--- config.mk ---
export PLATFORM = sky130hd
export DESIGN_NAME = load_store_unit_flat
export DESIGN_NICKNAME = d
export VERILOG_FILES = /design/src/rtl/riscv_pkg.sv /design/src/rtl/load_store_unit_if.sv /design/src/rtl/lsu_align.sv /design/src/rtl/load_store_unit.sv /design/src/flat_wrapper.sv
export SDC_FILE = /design/constraint.sdc
export NUM_CORES = 1
export LEC_CHECK = 0
export ABC_AREA = 1
export CORE_AREA = 2 2 108 110
export CTS_CLUSTER_SIZE = 12
export DETAILED_ROUTE_END_ITERATION = 7
export DIE_AREA = 0 0 110 112
export PLACE_DENSITY = 0.84
export SLEW_MARGIN = 20
export SYNTH_ARGS = -nofsm -noshare
export SYNTH_HDL_FRONTEND = slang
export SYNTH_SLANG_ARGS = --single-unit
--- constraint.sdc ---
create_clock -name clk -period 3 [get_ports clk]
set_clock_uncertainty 0.1 [all_clocks]
set_input_delay 0.75 -clock clk [delete_from_list [all_inputs] [get_ports clk]]
set_output_delay 0.75 -clock clk [all_outputs]
set_load 0.02 [all_outputs]
--- src/rtl/riscv_pkg.sv ---
// Shared encodings for the load/store unit: funct3 access codes, FSM states and fault causes.
package riscv_pkg;

   localparam logic [2:0] F3_B  = 3'b000;
   localparam logic [2:0] F3_H  = 3'b001;
   localparam logic [2:0] F3_W  = 3'b010;
   localparam logic [2:0] F3_BU = 3'b100;
   localparam logic [2:0] F3_HU = 3'b101;

   localparam logic [1:0] CAUSE_NONE     = 2'b00;
   localparam logic [1:0] CAUSE_MISALIGN = 2'b01;
   localparam logic [1:0] CAUSE_TIMEOUT  = 2'b10;
   localparam logic [1:0] CAUSE_ILLEGAL  = 2'b11;

   typedef enum logic [1:0] {
      ST_IDLE = 2'b00,
      ST_BUS  = 2'b01,
      ST_DONE = 2'b10
   } lsu_state_t;

   function automatic logic f3_legal(input logic [2:0] f3);
      return (f3 == F3_B) || (f3 == F3_H) || (f3 == F3_W) ||
             (f3 == F3_BU) || (f3 == F3_HU);
   endfunction

endpackage

--- src/rtl/load_store_unit_if.sv ---
// Data-bus side of the load/store unit: single-cycle req/ack handshake with byte enables.
interface load_store_unit_if;
   logic        mem_req;
   logic        mem_we;
   logic [31:0] mem_addr;
   logic [3:0]  mem_be;
   logic [31:0] mem_wdata;
   logic        mem_ack;
   logic [31:0] mem_rdata;

   modport master (
      output mem_req, mem_we, mem_addr, mem_be, mem_wdata,
      input  mem_ack, mem_rdata
   );

   modport slave (
      input  mem_req, mem_we, mem_addr, mem_be, mem_wdata,
      output mem_ack, mem_rdata
   );
endinterface

--- src/rtl/lsu_align.sv ---
// Combinational lane steering: byte enables and replicated store data on the way out,
// lane select plus sign/zero extension for load data on the way back.
module lsu_align
   import riscv_pkg::*;
(
   input  logic [2:0]  st_funct3,
   input  logic [1:0]  st_off,
   input  logic [31:0] st_data,
   output logic [3:0]  st_be,
   output logic [31:0] st_wdata,
   input  logic [2:0]  ld_funct3,
   input  logic [1:0]  ld_off,
   input  logic [31:0] ld_word,
   output logic [31:0] ld_data
);

   logic [7:0]  ld_byte;
   logic [15:0] ld_half;
   logic        ld_signed;

   // Access size comes from funct3[1:0]; the unsigned bit only matters for loads.
   always_comb begin
      st_be    = 4'b1111;
      st_wdata = st_data;
      case (st_funct3[1:0])
         2'b00: begin
            st_be    = 4'b0001 << st_off;
            st_wdata = {4{st_data[7:0]}};
         end
         2'b01: begin
            st_be    = st_off[1] ? 4'b1100 : 4'b0011;
            st_wdata = {2{st_data[15:0]}};
         end
         default: ;
      endcase
   end

   always_comb begin
      ld_byte   = ld_word[8*ld_off +: 8];
      ld_half   = ld_off[1] ? ld_word[31:16] : ld_word[15:0];
      ld_signed = ~ld_funct3[2];
      case (ld_funct3[1:0])
         2'b00:   ld_data = {{24{ld_signed & ld_byte[7]}}, ld_byte};
         2'b01:   ld_data = {{16{ld_signed & ld_half[15]}}, ld_half};
         default: ld_data = ld_word;
      endcase
   end

endmodule

--- src/rtl/load_store_unit.sv ---
// Memory stage: one load or store per start over a req/ack bus, one-cycle done pulse.
// Optional misalignment trapping is enabled by defining LSU_MISALIGN_TRAP_EN.
module load_store_unit
   import riscv_pkg::*;
#(
   parameter int XLEN        = 32,
   parameter int ACK_TIMEOUT = 0
) (
   input  logic               clk,
   input  logic               reset,
   input  logic               start,
   input  logic               we,
   input  logic [2:0]         funct3,
   input  logic [XLEN-1:0]    addr,
   input  logic [XLEN-1:0]    wdata,
   output logic               busy,
   output logic               done,
   output logic [XLEN-1:0]    rdata,
   output logic               fault,
   output logic [1:0]         fault_cause,
   load_store_unit_if.master  bus
);

   localparam int CW = (ACK_TIMEOUT > 1) ? $clog2(ACK_TIMEOUT) : 1;

   lsu_state_t  state, state_next;
   logic [31:0] addr_q, wdata_q, rdata_q;
   logic [2:0]  f3_q;
   logic [3:0]  be_q;
   logic        we_q, fault_q;
   logic [1:0]  cause_q;
   logic [CW-1:0] tcount;

   logic [3:0]  st_be;
   logic [31:0] st_wdata, ld_data;
   logic        misaligned, timed_out;
   logic        go_bus, go_fault, capture;
   logic [1:0]  fault_code;

   lsu_align u_align (
      .st_funct3 (funct3),
      .st_off    (addr[1:0]),
      .st_data   (wdata),
      .st_be     (st_be),
      .st_wdata  (st_wdata),
      .ld_funct3 (f3_q),
      .ld_off    (addr_q[1:0]),
      .ld_word   (bus.mem_rdata),
      .ld_data   (ld_data)
   );

`ifdef LSU_MISALIGN_TRAP_EN
   assign misaligned = ((funct3[1:0] == 2'b01) && addr[0]) ||
                       ((funct3[1:0] == 2'b10) && (addr[1:0] != 2'b00));
`else
   assign misaligned = 1'b0;
`endif

   assign timed_out = (ACK_TIMEOUT > 0) && (tcount == CW'(ACK_TIMEOUT - 1));

   always_ff @(posedge clk) begin
      if (reset) state <= ST_IDLE;
      else       state <= state_next;
   end

   // Faulting requests skip the bus and go straight to DONE.
   always_comb begin
      state_next = state;
      go_bus     = 1'b0;
      go_fault   = 1'b0;
      capture    = 1'b0;
      fault_code = CAUSE_NONE;
      case (state)
         ST_IDLE: begin
            if (start) begin
               if (!f3_legal(funct3)) begin
                  state_next = ST_DONE;
                  go_fault   = 1'b1;
                  fault_code = CAUSE_ILLEGAL;
               end else if (misaligned) begin
                  state_next = ST_DONE;
                  go_fault   = 1'b1;
                  fault_code = CAUSE_MISALIGN;
               end else begin
                  state_next = ST_BUS;
                  go_bus     = 1'b1;
               end
            end
         end
         ST_BUS: begin
            if (bus.mem_ack) begin
               state_next = ST_DONE;
               capture    = 1'b1;
            end else if (timed_out) begin
               state_next = ST_DONE;
               go_fault   = 1'b1;
               fault_code = CAUSE_TIMEOUT;
            end
         end
         ST_DONE: state_next = ST_IDLE;
         default: state_next = ST_IDLE;
      endcase
   end

   always_ff @(posedge clk) begin
      if (reset) begin
         addr_q  <= '0;
         wdata_q <= '0;
         rdata_q <= '0;
         f3_q    <= '0;
         be_q    <= '0;
         we_q    <= 1'b0;
         fault_q <= 1'b0;
         cause_q <= CAUSE_NONE;
         tcount  <= '0;
      end else begin
         if (go_bus) begin
            addr_q  <= addr;
            wdata_q <= st_wdata;
            f3_q    <= funct3;
            be_q    <= st_be;
            we_q    <= we;
            tcount  <= '0;
         end else if (state == ST_BUS) begin
            tcount  <= tcount + 1'b1;
         end
         if (capture && !we_q) rdata_q <= ld_data;
         if (capture || go_fault) begin
            fault_q <= go_fault;
            cause_q <= fault_code;
         end
      end
   end

   assign busy          = (state != ST_IDLE);
   assign done          = (state == ST_DONE);
   assign rdata         = rdata_q;
   assign fault         = fault_q;
   assign fault_cause   = cause_q;
   assign bus.mem_req   = (state == ST_BUS);
   assign bus.mem_we    = (state == ST_BUS) & we_q;
   assign bus.mem_be    = (state == ST_BUS) ? be_q : 4'b0000;
   assign bus.mem_addr  = {addr_q[31:2], 2'b00};
   assign bus.mem_wdata = wdata_q;

endmodule

--- src/flat_wrapper.sv ---
// flat-port wrapper written by rule: the top's interface ports become plain ports
module load_store_unit_flat import riscv_pkg::*;
#(
   parameter int XLEN        = 32,
   parameter int ACK_TIMEOUT = 0
)
  (clk, reset, start, we, funct3, addr, wdata, busy, done, rdata, fault, fault_cause, bus_mem_req, bus_mem_we, bus_mem_addr, bus_mem_be, bus_mem_wdata, bus_mem_ack, bus_mem_rdata);
  load_store_unit_if bus_i ();
  input  logic clk;
  input  logic reset;
  input  logic start;
  input  logic we;
  input  logic [2:0] funct3;
  input  logic [XLEN-1:0] addr;
  input  logic [XLEN-1:0] wdata;
  output logic busy;
  output logic done;
  output logic [XLEN-1:0] rdata;
  output logic fault;
  output logic [1:0] fault_cause;
  output wire logic [$bits(bus_i.mem_req)-1:0] bus_mem_req;
  output wire logic [$bits(bus_i.mem_we)-1:0] bus_mem_we;
  output wire logic [$bits(bus_i.mem_addr)-1:0] bus_mem_addr;
  output wire logic [$bits(bus_i.mem_be)-1:0] bus_mem_be;
  output wire logic [$bits(bus_i.mem_wdata)-1:0] bus_mem_wdata;
  input wire logic [$bits(bus_i.mem_ack)-1:0] bus_mem_ack;
  input wire logic [$bits(bus_i.mem_rdata)-1:0] bus_mem_rdata;
  assign bus_mem_req = bus_i.mem_req;
  assign bus_mem_we = bus_i.mem_we;
  assign bus_mem_addr = bus_i.mem_addr;
  assign bus_mem_be = bus_i.mem_be;
  assign bus_mem_wdata = bus_i.mem_wdata;
  assign bus_i.mem_ack = bus_mem_ack;
  assign bus_i.mem_rdata = bus_mem_rdata;
  load_store_unit #(.XLEN(XLEN), .ACK_TIMEOUT(ACK_TIMEOUT)) u_core (.clk(clk), .reset(reset), .start(start), .we(we), .funct3(funct3), .addr(addr), .wdata(wdata), .busy(busy), .done(done), .rdata(rdata), .fault(fault), .fault_cause(fault_cause), .bus(bus_i));
endmodule
==> reports/qor.yml, run 1 <==
synth_top_family_by_area: "simple AND/OR/NAND/NOR gates"
instances_no_fill: 1006
synth-async-reset-ratio: 0
filler_instances: 968
place_inst: 990
fp.dieW_um: 110
synthMostInstantiatedCell: "nand2_1"
min_period_ps: 2580
synthesis.area_um2: 5040
setup-tns-final_ps: 0
path_max_fanout: 6
timing.critical_path.cells: "inv_2 -> nor2_4 -> inv_1 -> nor2_1 -> clkdlybuf4s50_1"
max_freq_mhz: 388
synth-simple-area-share: 0.237
setup.worst_path.start_class: "register"
postLayoutCellArea_um2: 7190
wire_length_per_cell_after_detailed_routing_um: 14.4
area_delta_synth_final_pct: 42.8
core_region_area_um2: 11200
worst_hold_path_type: "reg2reg"
first_pass_iters: 5
start_util: 0.451
netlist_top_cells_area: "dfxtp_1, nand2_1, a21oi_1, nor2_1, o21ai_0"
vias: 5016
grt_antenna_before_repair: 0
endpoint_kind: "primary output"
antenna_cells: 0
synth_seq_area_share: 0.425
post_synth_fa_ha_maj_area_fraction: 0
buffer_ports.inserted: 208
cell_count_after_synthesis: 707
finalWirelength_um: 14400
synth-edff-count: 0
yosys-top-cells-count: "nand2_1, dfxtp_1, nor2_1"
global_route.overflow_total: 0
final-hold-violation-count: 0
route.antenna.remaining_nets: 0
tightest_slew_ps: 619
postSynthRegisterBits: 107
timing.slew.headroom: 0.587
first_global_vias: 4746
worst_ep_arrival_time_ps: 1730
finalWeightedCongestion: 0.871
power_per_cell_area_nw_per_um2: 506
synth_top_area_share: 0.425
pin_count: 211
remaining_drc_errors: 0
design.die.area_um2: 12300
ys_warn_count: 0
final_layout_size_suffix_gt1_frac: 0.0718
grt_pass1_wl_um: 23000
final.period_utilization: 0.860
clock_insertion_delay_at_the_later_pin_of_the_skew_report_ps: 340
synthDistinctLibCells: 28
grt_setup_unrepaired: "no"
cts.repair.resized: 0
ys_dominant_reg_cell: "dfxtp_1"
cts_setup_buffers: 0
drv.max_cap_violation_count: 0
synth_compound_gate_area_share: 0.205
postSynthAreaPerCell_um2: 7.12
cts_tree: "yes"
synthMuxAreaShare: 0
yosysTopAreaCell: "dfxtp_1"
drtIter0Drc: 357
cts-htree-levels: 3
critical_path_class: "reg2out"
crit_required_ps: 2150
grt.total_usage: 0.233
clockRootBuffer: "clkbuf_16"
placed_cell_area_um2: 6900
clock_path_buffers: 2
post_synth_xor_area_fraction: 0
pin_count_of_the_biggest_net_entering_global_routing: 70
place.detailed.hpwl_um: 10300
slowest_stage: "clkdlybuf4s50_1"
design.final.nets: 962
clock_transition_time_at_the_flip_flop_clock_pins_of_the_worst_setup_and_hold_paths_ps: 70
die_y_um: 112
clkSinkCount: 107
timing_max_transition_violations_final: 0
power.static_leakage_nw: 2.91
route.detailed.vias_per_inst: 4.99
cts_hold_buffers: 0
rows: 39
finalSetupViolations: 0
cpPeakStageDelay_ps: 640
status: "complete, no violations"
numCtsBuffers: 9
vdd.ir_drop.worst_mv: 0.298
[cell usage in the layout (no fill, tap or decap)]
cell type and count:
clkdlybuf4s50_1 208, nand2_1 139, dfxtp_1 107, nor2_1 106, a21oi_1 101, o21ai_0 73, inv_1 33, nand3_1 16
a21oi_2 10, clkbuf_16 9, inv_2 8, buf_4 8, nand4_1 7, o21ai_1 6, nand2_2 5, nor2_4 4
nand2_4 3, clkinvlp_4 3, nor2_2 2, conb_1 2, clkbuf_1 2, buf_12 2, o21ai_2 1, inv_4 1
o21a_1 1, a211oi_2 1, nor2_8 1, a21oi_4 1, or2_2 1, inv_6 1, bufinv_16 1
[worst paths after layout]
check                           startpoint  depth (start not counted)                             to  slack (ps)
min reg2reg    u_core.be_q[1]$_SDFFE_PP0P_                          2    u_core.be_q[1]$_SDFFE_PP0P_         360
max           u_core.state[0]$_SDFFE_PP0P_                          5                  bus_mem_be[3]         420
max reg2reg  u_core.addr_q[1]$_SDFFE_PP0P_                          7  u_core.rdata[16]$_SDFFE_PP0P_         900
min            u_core.be_q[1]$_SDFFE_PP0P_                          2    u_core.be_q[1]$_SDFFE_PP0P_         360
[per-stage QoR]
step,setup WS [ps],utilization,hold slack [ps],power [W]
5_1_grt,324,0.643,390,0.00381
2_1_floorplan,1190,-,330,0.00213
6_report,421,0.643,361,0.00364
4_1_cts,389,0.643,366,0.00366
3_3_place_gp,549,0.617,349,0.00248
3_5_place_dp,553,0.617,356,0.00249
[cell families after synthesis]
family	after synthesis
flops	107
buf+inv	121
other cells	1
simple gates	284
compound gates	194
[power by group]
| part | switching [W] | total (W) | internal (W) |
|---|---|---|---|
| registers | 0.0000583 | 0.00158 | 0.00152 |
| clock network | 0.000526 | 0.00118 | 0.000652 |
| logic | 0.000474 | 0.000878 | 0.000404 |
| total | 0.00106 | 0.00364 | 0.00258 |
[worst max-delay path: cells and delay by family (launching register included)]
kind,cells,cell delay (ps)
flip-flops,1,340
AND/OR/NAND/NOR,2,230
buffers and inverters,3,820
[routing by layer]
layer,up-vias,share of wire,global-route usage
met2,180,0.48,0.384
li1,2553,-,-
met5,-,0,0
met1,2263,0.43,0.302
met3,20,0.065,0.0433
met4,0,0.021,0.0793
[final cells by class]
type                       count  area (µm²)  share of cell area
timing repair buffer         218        2180               0.303
clock buffer                  11         233              0.0324
sequential                   107        2140               0.298
clock inverter                 5        61.3             0.00853
tap                          143         179              0.0249
inverter                      42         160              0.0223
multi-input combinational    480        2230               0.311
[flip-flops by register name (all words and copies together), names as in the netlist]
name	cells
u_core.addr_q	32
u_core.be_q	4
u_core.bus.mem_wdata	32
u_core.f3_q	3
u_core.fault_cause	1
u_core.rdata	32
u_core.state	2
u_core.we_q	1
No activity file was read; power rests on OpenSTA's default activity.
==> run 2, diff against run 1 <==
--- a/config.mk
+++ b/config.mk
@@ -6,11 +6,11 @@
 export NUM_CORES = 1
 export LEC_CHECK = 0
 export ABC_AREA = 1
-export CORE_AREA = 2 2 108 110
+export CORE_AREA = 2 2 117 119
 export CTS_CLUSTER_SIZE = 12
 export DETAILED_ROUTE_END_ITERATION = 7
-export DIE_AREA = 0 0 110 112
-export PLACE_DENSITY = 0.84
+export DIE_AREA = 0 0 119 121
+export PLACE_DENSITY = 0.76
 export SLEW_MARGIN = 20
 export SYNTH_ARGS = -nofsm -noshare
 export SYNTH_HDL_FRONTEND = slang
==> constraint.sdc (replaced) <==
create_clock -name clk -period 2.35 [get_ports clk]
set_clock_uncertainty 0.1 [all_clocks]
set_input_delay 0.5875 -clock clk [delete_from_list [all_inputs] [get_ports clk]]
set_output_delay 0.5875 -clock clk [all_outputs]
set_load 0.02 [all_outputs]
==> run 2 against run 1 <==
Via count decreased by 0.60%. Cell count increased by 3.7%. Sequential power increased by 27%. Routed wire length increased by 0.91%. Cell area increased by 1.9%. Count of clock-buffer cells in the layout decreased by 2. Combinational power increased by 29%. Largest power group unchanged.
==> reports/qor.yml, run 2 (same netlist as run 1, synthesis figures left out) <==
status: "complete, no violations"
worst_setup_sp: "u_core.state[1]$_SDFFE_PP0P_"
final-hold-violation-count: 0  # unchanged
core_region_area_um2: 13100  # +17%
clock_insertion_delay_at_the_later_pin_of_the_skew_report_ps: 340  # about the same
drv.max_cap_violation_count: 0  # unchanged
pin_count_of_the_biggest_net_entering_global_routing: 55  # -21%
cts_tree: "yes"
drtIter0Drc: 292  # -18%
finalWeightedCongestion: 0.880  # +1.0%
critical_path_class: "reg2out"
pin_count: 211  # unchanged
design.final.nets: 966  # +0.42%
crit_required_ps: 1660  # -490 ps
rows: 42  # +7.7%
global_route.overflow_total: 0  # unchanged
setup.worst_path.start_class: "register"
tightest_slew_ps: 675  # +55.9 ps
commonest_non_fill_non_tap_cell_in_the_layout: "clkdlybuf4s50_1"
vias: 4986  # -0.60%
clock_transition_time_at_the_flip_flop_clock_pins_of_the_worst_setup_and_hold_paths_ps: 70  # about the same
cts-htree-levels: 3  # unchanged
filler_instances: 1235  # +28%
grt.total_usage: 0.198  # -0.0343
place.detailed.hpwl_um: 10700  # +4.2%
first_pass_iters: 5  # unchanged
grt_pass1_wl_um: 22900  # -0.48%
seq_area_um2: 2140  # unchanged
clock_path_buffers: 2  # unchanged
fp.dieW_um: 119  # +8.2%
timing_max_transition_violations_final: 0  # unchanged
numCtsBuffers: 9  # unchanged
remaining_drc_errors: 0  # unchanged
wire_length_per_cell_after_detailed_routing_um: 14.0  # -2.7%
worst_hold_path_type: "reg2reg"
max_freq_mhz: 453
endpoint_of_the_worst_setup_timing_path: "done"
start_util: 0.385  # -0.0658
min_period_ps: 2210
route.antenna.remaining_nets: 0  # unchanged
reg2reg_depth: 6  # -1
hold_ws_ps: 364  # +2.45 ps
cts_setup_buffers: 0  # unchanged
worst_ep_arrival_time_ps: 1520  # -210 ps
design.die.area_um2: 14400  # +17%
route.detailed.vias_per_inst: 4.78  # -4.1%
cts_hold_buffers: 0  # unchanged
worstReg2RegStart: "u_core.f3_q[1]$_SDFFE_PP0P_"
mostFrequentLayoutCells: "clkdlybuf4s50_1, nand2_1, dfxtp_1, nor2_1, a21oi_1"
reg2reg_slack_ps: 620  # -280 ps
finalSetupViolations: 0  # unchanged
first_global_vias: 4546  # -4.2%
grt_antenna_before_repair: 0  # unchanged
area_delta_synth_final_pct: 45.5
antenna_cells: 0  # unchanged
capturing_point_of_the_worst_reg2reg_path: "u_core.rdata[20]$_SDFFE_PP0P_"
grt_setup_unrepaired: "no"
clockRootBuffer: "clkbuf_16"
final.period_utilization: 0.940
power_per_cell_area_nw_per_um2: 666  # +32%
endpoint_kind: "primary output"
power.static_leakage_nw: 2.99  # +2.9%
path_max_fanout: 2  # -4
setup-tns-final_ps: 0  # unchanged
clkSinkCount: 107  # unchanged
area_of_the_multi_input_gates_um2: 2230  # unchanged
die_y_um: 121  # +8.0%
final_layout_size_suffix_gt1_frac: 0.0784  # +0.00659
vdd.ir_drop.worst_mv: 0.383  # +29%
timing.slew.headroom: 0.550  # -0.0367
finalWirelength_um: 14600  # +0.91%
buffer_ports.inserted: 208  # unchanged
-- run 2: how the worst min path moves through the flow --
stage	from	endpoint	cells after the start
final	u_core.be_q[1]$_SDFFE_PP0P_	u_core.be_q[1]$_SDFFE_PP0P_	2
after global routing	u_core.bus.mem_wdata[17]$_SDFFE_PP0P_	u_core.bus.mem_wdata[17]$_SDFFE_PP0P_	2
after CTS	u_core.be_q[1]$_SDFFE_PP0P_	u_core.be_q[1]$_SDFFE_PP0P_	2
after detailed placement	u_core.be_q[1]$_SDFFE_PP0P_	u_core.be_q[1]$_SDFFE_PP0P_	2
after global placement	u_core.be_q[1]$_SDFFE_PP0P_	u_core.be_q[1]$_SDFFE_PP0P_	2
after floorplan	u_core.be_q[1]$_SDFFE_PP0P_	u_core.be_q[1]$_SDFFE_PP0P_	2
-- run 2: area by class of cell --
type | instances | share of cell area
multi-input cells | 480 | 0.305
repair buffers | 222 | 0.303
flip-flops and latches | 107 | 0.292
clock buffers | 9 | 0.0307
well taps | 176 | 0.0301
inverters | 42 | 0.0219
clock inverters | 7 | 0.0174
-- run 2: what timing repair did --
item                                    CTS  global route
hold endpoints to repair                  0             0
resized for setup                         5             0
endpoints found under the setup margin    5             0
-- run 2: critical path, cell delays in order, from the launching register on --
cell             delay [ps]
dfxtp_1                 390
inv_2                    50
nor2_1                  100
clkdlybuf4s50_1         640
-- run 2: metrics by stage --
stage          worst slack, ps  total power, W  std cells  utilization  instance area [µm²]
2_1_floorplan              701         0.00272        708            -                 5040
3_3_place_gp               133         0.00317       1027        0.533                 6980
3_5_place_dp              53.5         0.00319       1027        0.533                 6980
4_1_cts                    115         0.00492       1043        0.560                 7330
5_1_grt                   79.8         0.00512       1043        0.560                 7330
6_report                   142         0.00488       1043        0.560                 7330
-- run 2: power by group --
part,internal (W),switching (W)
sequential,0.00194,0.0000683
combinational,0.000523,0.000608
clock,0.00105,0.000687
total,0.00352,0.00136
-- run 2: per-layer routing --
metal	global-route usage	up-vias	part of all wire
li1	-	2563	-
met1	0.257	2187	0.44
met2	0.313	195	0.46
met3	0.0395	41	0.061
met4	0.106	0	0.044
met5	0	-	0
